$ cat config.mk
export PLATFORM = sky130hd
export DESIGN_NAME = term_ctrl
export DESIGN_NICKNAME = d
export VERILOG_FILES = /design/src/rtl/term_pkg.sv /design/src/rtl/term_ctrl.sv
export SDC_FILE = /design/constraint.sdc
export NUM_CORES = 1
export LEC_CHECK = 0
export CORE_UTILIZATION = 40
export CTS_CLUSTER_DIAMETER = 100
export DETAILED_ROUTE_END_ITERATION = 16
export GPL_ROUTABILITY_DRIVEN = 0
export PLACE_DENSITY = 0.67
export SLEW_MARGIN = 20
export SYNTH_ARGS = -nofsm -noshare
export SYNTH_HDL_FRONTEND = slang
export SYNTH_SLANG_ARGS = --single-unit
$ cat constraint.sdc
create_clock -name clk100 -period 3.7 [get_ports clk100]
set_clock_uncertainty 0.15 [all_clocks]
set_input_delay 0.555 -clock clk100 [delete_from_list [all_inputs] [get_ports clk100]]
set_output_delay 0.555 -clock clk100 [all_outputs]
set_load 0.01 [all_outputs]
$ cat src/rtl/term_pkg.sv
`default_nettype none
// ============================================================================
//  Module   : term_pkg
//  Purpose  : Shared types and constants for the terminal controller that
//             feeds vga_text_mode: FSM state encoding, control-code values,
//             blank-cell index, screen size and the display request record.
//  Ports    : none (package)
//  Revision : 1.0 - initial release
// ============================================================================
package term_pkg;

    // Controller states; explicit 4-bit encoding.
    typedef enum logic [3:0] {
        ST_INIT     = 4'd0,
        ST_IDLE     = 4'd1,
        ST_PUT      = 4'd2,
        ST_ADV      = 4'd3,
        ST_NEWLINE  = 4'd4,
        ST_SCROLL   = 4'd5,
        ST_CLR_ROW  = 4'd6,
        ST_CLR_ALL  = 4'd7,
        ST_WAIT     = 4'd8
    } state_t;

    // Control codes interpreted from the byte stream.
    localparam logic [7:0] CHAR_CR = 8'h0D;
    localparam logic [7:0] CHAR_LF = 8'h0A;
    localparam logic [7:0] CHAR_BS = 8'h08;
    localparam logic [7:0] CHAR_FF = 8'h0C;

    // Stored index of a blank cell: space (0x20) plus the display's +1 bias.
    localparam logic [7:0] BLANK_IDX    = 8'h21;
    localparam int         SCREEN_CELLS = 2000;

    // One display request: cell range [first, last), fill index, copy offset.
    typedef struct packed {
        logic [10:0] first;
        logic [10:0] last;
        logic [7:0]  data;
        logic [7:0]  offset;
    } wr_req_t;

    function automatic logic is_printable(input logic [7:0] b);
        return (b >= 8'h20) && (b <= 8'h7E);
    endfunction

endpackage
`default_nettype wire

$ cat src/rtl/term_ctrl.sv
`default_nettype none
// ============================================================================
//  Module   : term_ctrl
//  Purpose  : Byte-stream terminal front end for vga_text_mode. Tracks an
//             COLS x ROWS cursor, interprets CR/LF/BS/FF, and issues write,
//             scroll (copy) and clear (fill) requests on the wr_* interface.
//  Ports    : clk100      - system clock
//             rst         - synchronous reset, active-high
//             in_valid    - input byte valid
//             in_data     - input byte
//             in_ready    - byte accepted when in_valid & in_ready
//             wr_start    - one-cycle request pulse
//             wr_begin    - first cell address of the request
//             wr_end      - one past the last cell address
//             wr_data     - fill index (used when wr_offset == 0)
//             wr_offset   - copy source offset; 0 selects a fill
//             wr_complete - one-cycle pulse: current request finished
//             cursor_col  - current column
//             cursor_row  - current row
//             busy        - high whenever the controller is not idle
//  Revision : 1.0 - initial release
// ============================================================================
module term_ctrl
    import term_pkg::*;
#(
    parameter int         COLS      = 80,
    parameter int         ROWS      = 25,
    parameter int         INIT_WAIT = 8192,
    parameter logic [7:0] BLANK_IDX = term_pkg::BLANK_IDX
) (
    input  logic        clk100,
    input  logic        rst,
    input  logic        in_valid,
    input  logic [7:0]  in_data,
    output logic        in_ready,
    output logic        wr_start,
    output logic [10:0] wr_begin,
    output logic [10:0] wr_end,
    output logic [7:0]  wr_data,
    output logic [7:0]  wr_offset,
    input  logic        wr_complete,
    output logic [6:0]  cursor_col,
    output logic [4:0]  cursor_row,
    output logic        busy
);

    localparam int          c_cnt_w    = $clog2(INIT_WAIT + 1);
    localparam logic [10:0] c_cells    = 11'(COLS * ROWS);
    localparam logic [10:0] c_last_row = 11'((ROWS - 1) * COLS);
    localparam logic [6:0]  c_col_max  = 7'(COLS - 1);
    localparam logic [4:0]  c_row_max  = 5'(ROWS - 1);
    localparam logic [c_cnt_w-1:0] c_wait_last = c_cnt_w'(INIT_WAIT - 1);

    state_t             r_state;
    state_t             r_next;       // action taken once WAIT sees wr_complete
    logic [c_cnt_w-1:0] r_wait_cnt;
    logic [6:0]         r_col;
    logic [4:0]         r_row;
    logic               r_in_ready;
    logic               r_wr_start;
    wr_req_t            r_req;

    logic [10:0]        w_row_base;
    logic [10:0]        w_addr;
    logic               w_accept;
    wr_req_t            w_put_req;
    wr_req_t            w_scroll_req;
    wr_req_t            w_clr_row_req;
    wr_req_t            w_clr_all_req;

    // Row base address. For the standard 80-column screen this is the
    // shift-add form row*64 + row*16; other widths fall back to a constant
    // multiply.
    generate
        if (COLS == 80) begin : g_row_base_shift
            assign w_row_base = ({6'd0, r_row} << 6) + ({6'd0, r_row} << 4);
        end else begin : g_row_base_mult
            assign w_row_base = 11'(r_row * COLS);
        end
    endgenerate

    assign w_addr   = w_row_base + {4'd0, r_col};
    assign w_accept = in_valid & r_in_ready;

    // Request templates. The display subtracts 1 from the stored index, so a
    // character is written as byte + 1.
    assign w_put_req     = '{first: w_addr, last: w_addr + 11'd1,
                             data: in_data + 8'd1, offset: 8'd0};
    assign w_scroll_req  = '{first: 11'd0, last: c_last_row,
                             data: BLANK_IDX, offset: 8'(COLS)};
    assign w_clr_row_req = '{first: c_last_row, last: c_cells,
                             data: BLANK_IDX, offset: 8'd0};
    assign w_clr_all_req = '{first: 11'd0, last: c_cells,
                             data: BLANK_IDX, offset: 8'd0};

    // Request fields are loaded on the edge that enters a request state, so
    // wr_start and the fields are valid together in that state's only cycle.
    always_ff @(posedge clk100) begin
        if (rst) begin
            r_state    <= ST_INIT;
            r_next     <= ST_IDLE;
            r_wait_cnt <= '0;
            r_col      <= 7'd0;
            r_row      <= 5'd0;
            r_in_ready <= 1'b0;
            r_wr_start <= 1'b0;
            r_req      <= '0;
        end else begin
            r_wr_start <= 1'b0;
            case (r_state)
                // The display has no reset and may still be finishing a
                // request from before our reset, so complete pulses are
                // ignored until the full wait has elapsed.
                ST_INIT: begin
                    if (r_wait_cnt == c_wait_last) begin
                        r_state    <= ST_CLR_ALL;
                        r_req      <= w_clr_all_req;
                        r_wr_start <= 1'b1;
                    end else begin
                        r_wait_cnt <= r_wait_cnt + 1'b1;
                    end
                end

                ST_IDLE: begin
                    if (w_accept) begin
                        if (is_printable(in_data)) begin
                            r_state    <= ST_PUT;
                            r_req      <= w_put_req;
                            r_wr_start <= 1'b1;
                            r_in_ready <= 1'b0;
                        end else begin
                            case (in_data)
                                CHAR_CR: r_col <= 7'd0;
                                CHAR_LF: begin
                                    r_state    <= ST_NEWLINE;
                                    r_in_ready <= 1'b0;
                                end
                                CHAR_BS: begin
                                    if (r_col != 7'd0) r_col <= r_col - 7'd1;
                                end
                                CHAR_FF: begin
                                    r_state    <= ST_CLR_ALL;
                                    r_req      <= w_clr_all_req;
                                    r_wr_start <= 1'b1;
                                    r_in_ready <= 1'b0;
                                end
                                default: ;  // unsupported codes are dropped
                            endcase
                        end
                    end
                end

                ST_PUT: begin
                    r_state <= ST_WAIT;
                    r_next  <= ST_ADV;
                end

                ST_SCROLL: begin
                    r_state <= ST_WAIT;
                    r_next  <= ST_CLR_ROW;
                end

                ST_CLR_ROW: begin
                    r_state <= ST_WAIT;
                    r_next  <= ST_IDLE;
                end

                ST_CLR_ALL: begin
                    r_col   <= 7'd0;
                    r_row   <= 5'd0;
                    r_state <= ST_WAIT;
                    r_next  <= ST_IDLE;
                end

                ST_WAIT: begin
                    if (wr_complete) begin
                        r_state <= r_next;
                        // The bottom-row clear follows a scroll directly.
                        if (r_next == ST_CLR_ROW) begin
                            r_req      <= w_clr_row_req;
                            r_wr_start <= 1'b1;
                        end
                        if (r_next == ST_IDLE) r_in_ready <= 1'b1;
                    end
                end

                ST_ADV: begin
                    if (r_col < c_col_max) begin
                        r_col      <= r_col + 7'd1;
                        r_state    <= ST_IDLE;
                        r_in_ready <= 1'b1;
                    end else begin
                        r_col   <= 7'd0;
                        r_state <= ST_NEWLINE;
                    end
                end

                // At the bottom row the cursor stays put; the screen moves.
                ST_NEWLINE: begin
                    if (r_row < c_row_max) begin
                        r_row      <= r_row + 5'd1;
                        r_state    <= ST_IDLE;
                        r_in_ready <= 1'b1;
                    end else begin
                        r_state    <= ST_SCROLL;
                        r_req      <= w_scroll_req;
                        r_wr_start <= 1'b1;
                    end
                end

                // Unused encodings recover through the full start-up path.
                default: begin
                    r_state    <= ST_INIT;
                    r_wait_cnt <= '0;
                    r_in_ready <= 1'b0;
                end
            endcase
        end
    end

    assign in_ready   = r_in_ready;
    assign wr_start   = r_wr_start;
    assign wr_begin   = r_req.first;
    assign wr_end     = r_req.last;
    assign wr_data    = r_req.data;
    assign wr_offset  = r_req.offset;
    assign cursor_col = r_col;
    assign cursor_row = r_row;
    assign busy       = (r_state != ST_IDLE);

endmodule
`default_nettype wire

==> flow_metrics.py <==
metrics = {
    "clocking": {
        "cts_buffers": 9,
        "ctsHoldBuffers": 0,
        "cts_root_buffer": "clkbuf_8",
        "post_cts_resized": 0,
        "htree_num_levels": 3,
        "clockBufferDepth": 2,
        "cts_tree": "yes",
        "cts_setup_buffers": 0,
        "clock_latency_ps": 350,
        "cts.sinks": 66,
        "clkTransAtPathRegs_ps": 70,
    },
    "setup_path": {
        "critPathLaunchType": "flop",
        "slowest_stage": "dfxtp_1",
        "crit_required_ps": 2990,
        "path_delay_family": "flip-flops",
        "critical_path_buf_inv_count": 2,
        "cp_cell_sequence": "nor4b_4 > inv_2 > clkdlybuf4s50_1",
        "crit_path_max_fanout": 19,
        "criticalPathCategory": "reg -> out",
        "end_kind": "output port",
        "crit_arrival_ps": 2460,
        "crit_path_max_incr_delay_ps": 810,
    },
    "layout": {
        "multiInputGateArea_um2": 2760,
        "num_antenna_cells": 0,
        "seq_area_um2": 1320,
        "fin_area_um2": 5170,
        "layout-drive-gt1-share_pct": 9.25,
        "fin_cells": 709,
        "nets": 599,
        "area_growth_pct": 17.3,
        "filler_cell_count": 1041,
    },
    "grt": {
        "grt_pass1_vias": 4004,
        "antenna_found_initial": 0,
        "grt_max_degree": 29,
        "grt_overflow": 0,
        "grt.total_usage_pct": 22.2,
        "grt_pass1_wl_um": 20400,
    },
    "sta": {
        "post-route-period-util_pct": 85.6,
        "worstMarginPinSlew_ps": 1030,
        "period_minus_slack_ps": 3170,
        "max-slew-margin-rel_pct": 31.1,
        "holdWs_ps": 319,
        "grt_setup_unrepaired": "no",
        "drv_slew": 0,
        "setup-violations-final": 0,
        "fmax_mhz": 316,
        "hold_viol_final": 0,
        "finalSetupTns_ps": 0,
    },
    "routing": {
        "firstDrtPassIters": 6,
        "ant_nets": 0,
        "drcViolationCount": 0,
        "vias_per_cell": 6.09,
        "routed_wl_um": 12300,
        "drt_iter0_drc": 364,
        "wire_per_inst_um": 17.4,
        "vias": 4317,
    },
    "placement": {
        "port_buffers": 58,
        "dp_hpwl_um": 8860,
        "place_area_um2": 4960,
        "dp.cells": 693,
    },
    "power": {
        "p_int_mw": 1.07,
        "sw_frac_of_total_pct": 24.4,
        "ir_worst_vdd_uv": 168,
        "sequentialPowerShare_pct": 50.7,
        "p_sw_mw": 0.345,
        "comb_power_share_pct": 4.9,
        "p_leak_nw": 1.70,
        "pwr-share-clk_pct": 44.4,
        "powerDensity_nw_per_um2": 274,
    },
    "synthesis": {
        "synth_cell_types": 72,
        "synth_edf_count": 0,
        "avgSynthCellArea_um2": 8.25,
        "synth_top_area_share_pct": 30.0,
        "synth_ff_type": "dfxtp_1",
        "synth_seq_cells": 66,
        "async_flop_share_pct": 0,
        "synth_top_area_cell": "dfxtp_1",
        "synth.area.top_cells": "dfxtp_1 (30%), a21oi_1 (5.8%), ha_1 (4.8%)",
        "synthCells": 534,
        "synth_common_cells": "dfxtp_1 (66), a21oi_1 (51), nor2_1 (39)",
        "yosysMostFrequentCell": "dfxtp_1",
        "yosysSeqAreaShare_pct": 30.0,
        "netlist_area_um2": 4410,
        "ys_warn_count": 0,
    },
    "floorplan": {
        "die-area_um2": 11400,
        "die_w_um": 107,
        "num_rows": 37,
        "coreArea_um2": 10500,
        "io_pins": 65,
        "fp.dieH_um": 107,
        "start_util_pct": 41.9,
    },
    "run_status": {
        "status": "finished clean",
    },
    "flow_run": {
        "max_cap_violations": 0,
    },
    "worst_hold_path": {
        "min_path_type": "reg -> reg",
    },
}
[cell type report]
cell class              count  area share (%)
clock buffers              10            2.66
repair buffers             68            12.6
inverters                  18            1.31
clock inverters             6            1.26
flip-flops and latches     66            25.6
well taps                 136            3.29
multi-input cells         405            53.3
[worst paths after layout]
| kind | start | end | slack, ps | cells after the start |
|---|---|---|---|---|
| worst max-delay path | r_state[0] | busy | 530 | 3 |
| worst min register to register | wr_data[4] | wr_data[4] | 320 | 2 |
| worst max register to register | cursor_row[0] | wr_end[10] | 570 | 7 |
| worst min-delay path | wr_data[4] | wr_data[4] | 320 | 2 |
[logic make-up (layout without fill, tap and decap cells)]
logic type | count (synthesis) | in the layout | synth area share (%)
mux | 2 | 2 | 0.483
buf+inv | 68 | 102 | 8.06
fa+ha+maj | 19 | 19 | 5.74
compound gates | 175 | 175 | 27.7
flops | 66 | 66 | 30.0
xor+xnor | 15 | 15 | 2.98
simple gates | 188 | 188 | 25.0
other cells | 1 | 6 | 0.0851
[power by group through the flow]
stage                     Combinational (mW)  Clock (mW)  Sequential, mW
after floorplan                       0.0466           0           0.733
after global placement                0.0667           0           0.734
after detailed placement              0.0679           0           0.734
after CTS                             0.0681       0.641           0.717
after global routing                  0.0752       0.676           0.719
final                                 0.0688       0.628           0.718
[flip-flops by register name, indices dropped and copies added (netlist names)]
| name | count |
|---|---|
| r_wait_cnt | 14 |
| wr_begin | 11 |
| wr_end | 11 |
| wr_data | 8 |
| cursor_col | 7 |
| cursor_row | 5 |
| r_state | 4 |
| r_next | 3 |
| in_ready | 1 |
| wr_offset | 1 |
| wr_start | 1 |
[stage by stage]
stage / utilization, % / power [mW] / setup WS (ps)
after floorplan: - / 0.780 / 868
after global placement: 47.2 / 0.801 / 659
after detailed placement: 47.2 / 0.802 / 488
after CTS: 49.1 / 1.43 / 597
after global routing: 49.2 / 1.47 / 397
final: 49.2 / 1.41 / 534
[cells in the final DEF (no fill, tap or decap), drive strengths merged, types with 19 or more instances in the layout]
master          n
a21oi          52
a31oi          22
clkdlybuf4s50  57
dfxtp          66
inv            19
nand2          32
nand3          21
nand4          22
nor2           40
o31ai          22
[tightest hold or removal path, stage by stage (launching register included)]
cell and delay, ps:
dfxtp_1 310, o31ai_1 60, a21oi_1 50
[metal layers]
layer	up-vias	part of all wire (%)	track usage, %
li1	2085	-	-
met1	2092	47	30.6
met2	129	46	35.1
met3	11	5.5	4.74
met4	0	1.4	5.58
met5	-	0	0
Power figures use the tool's default switching activity.
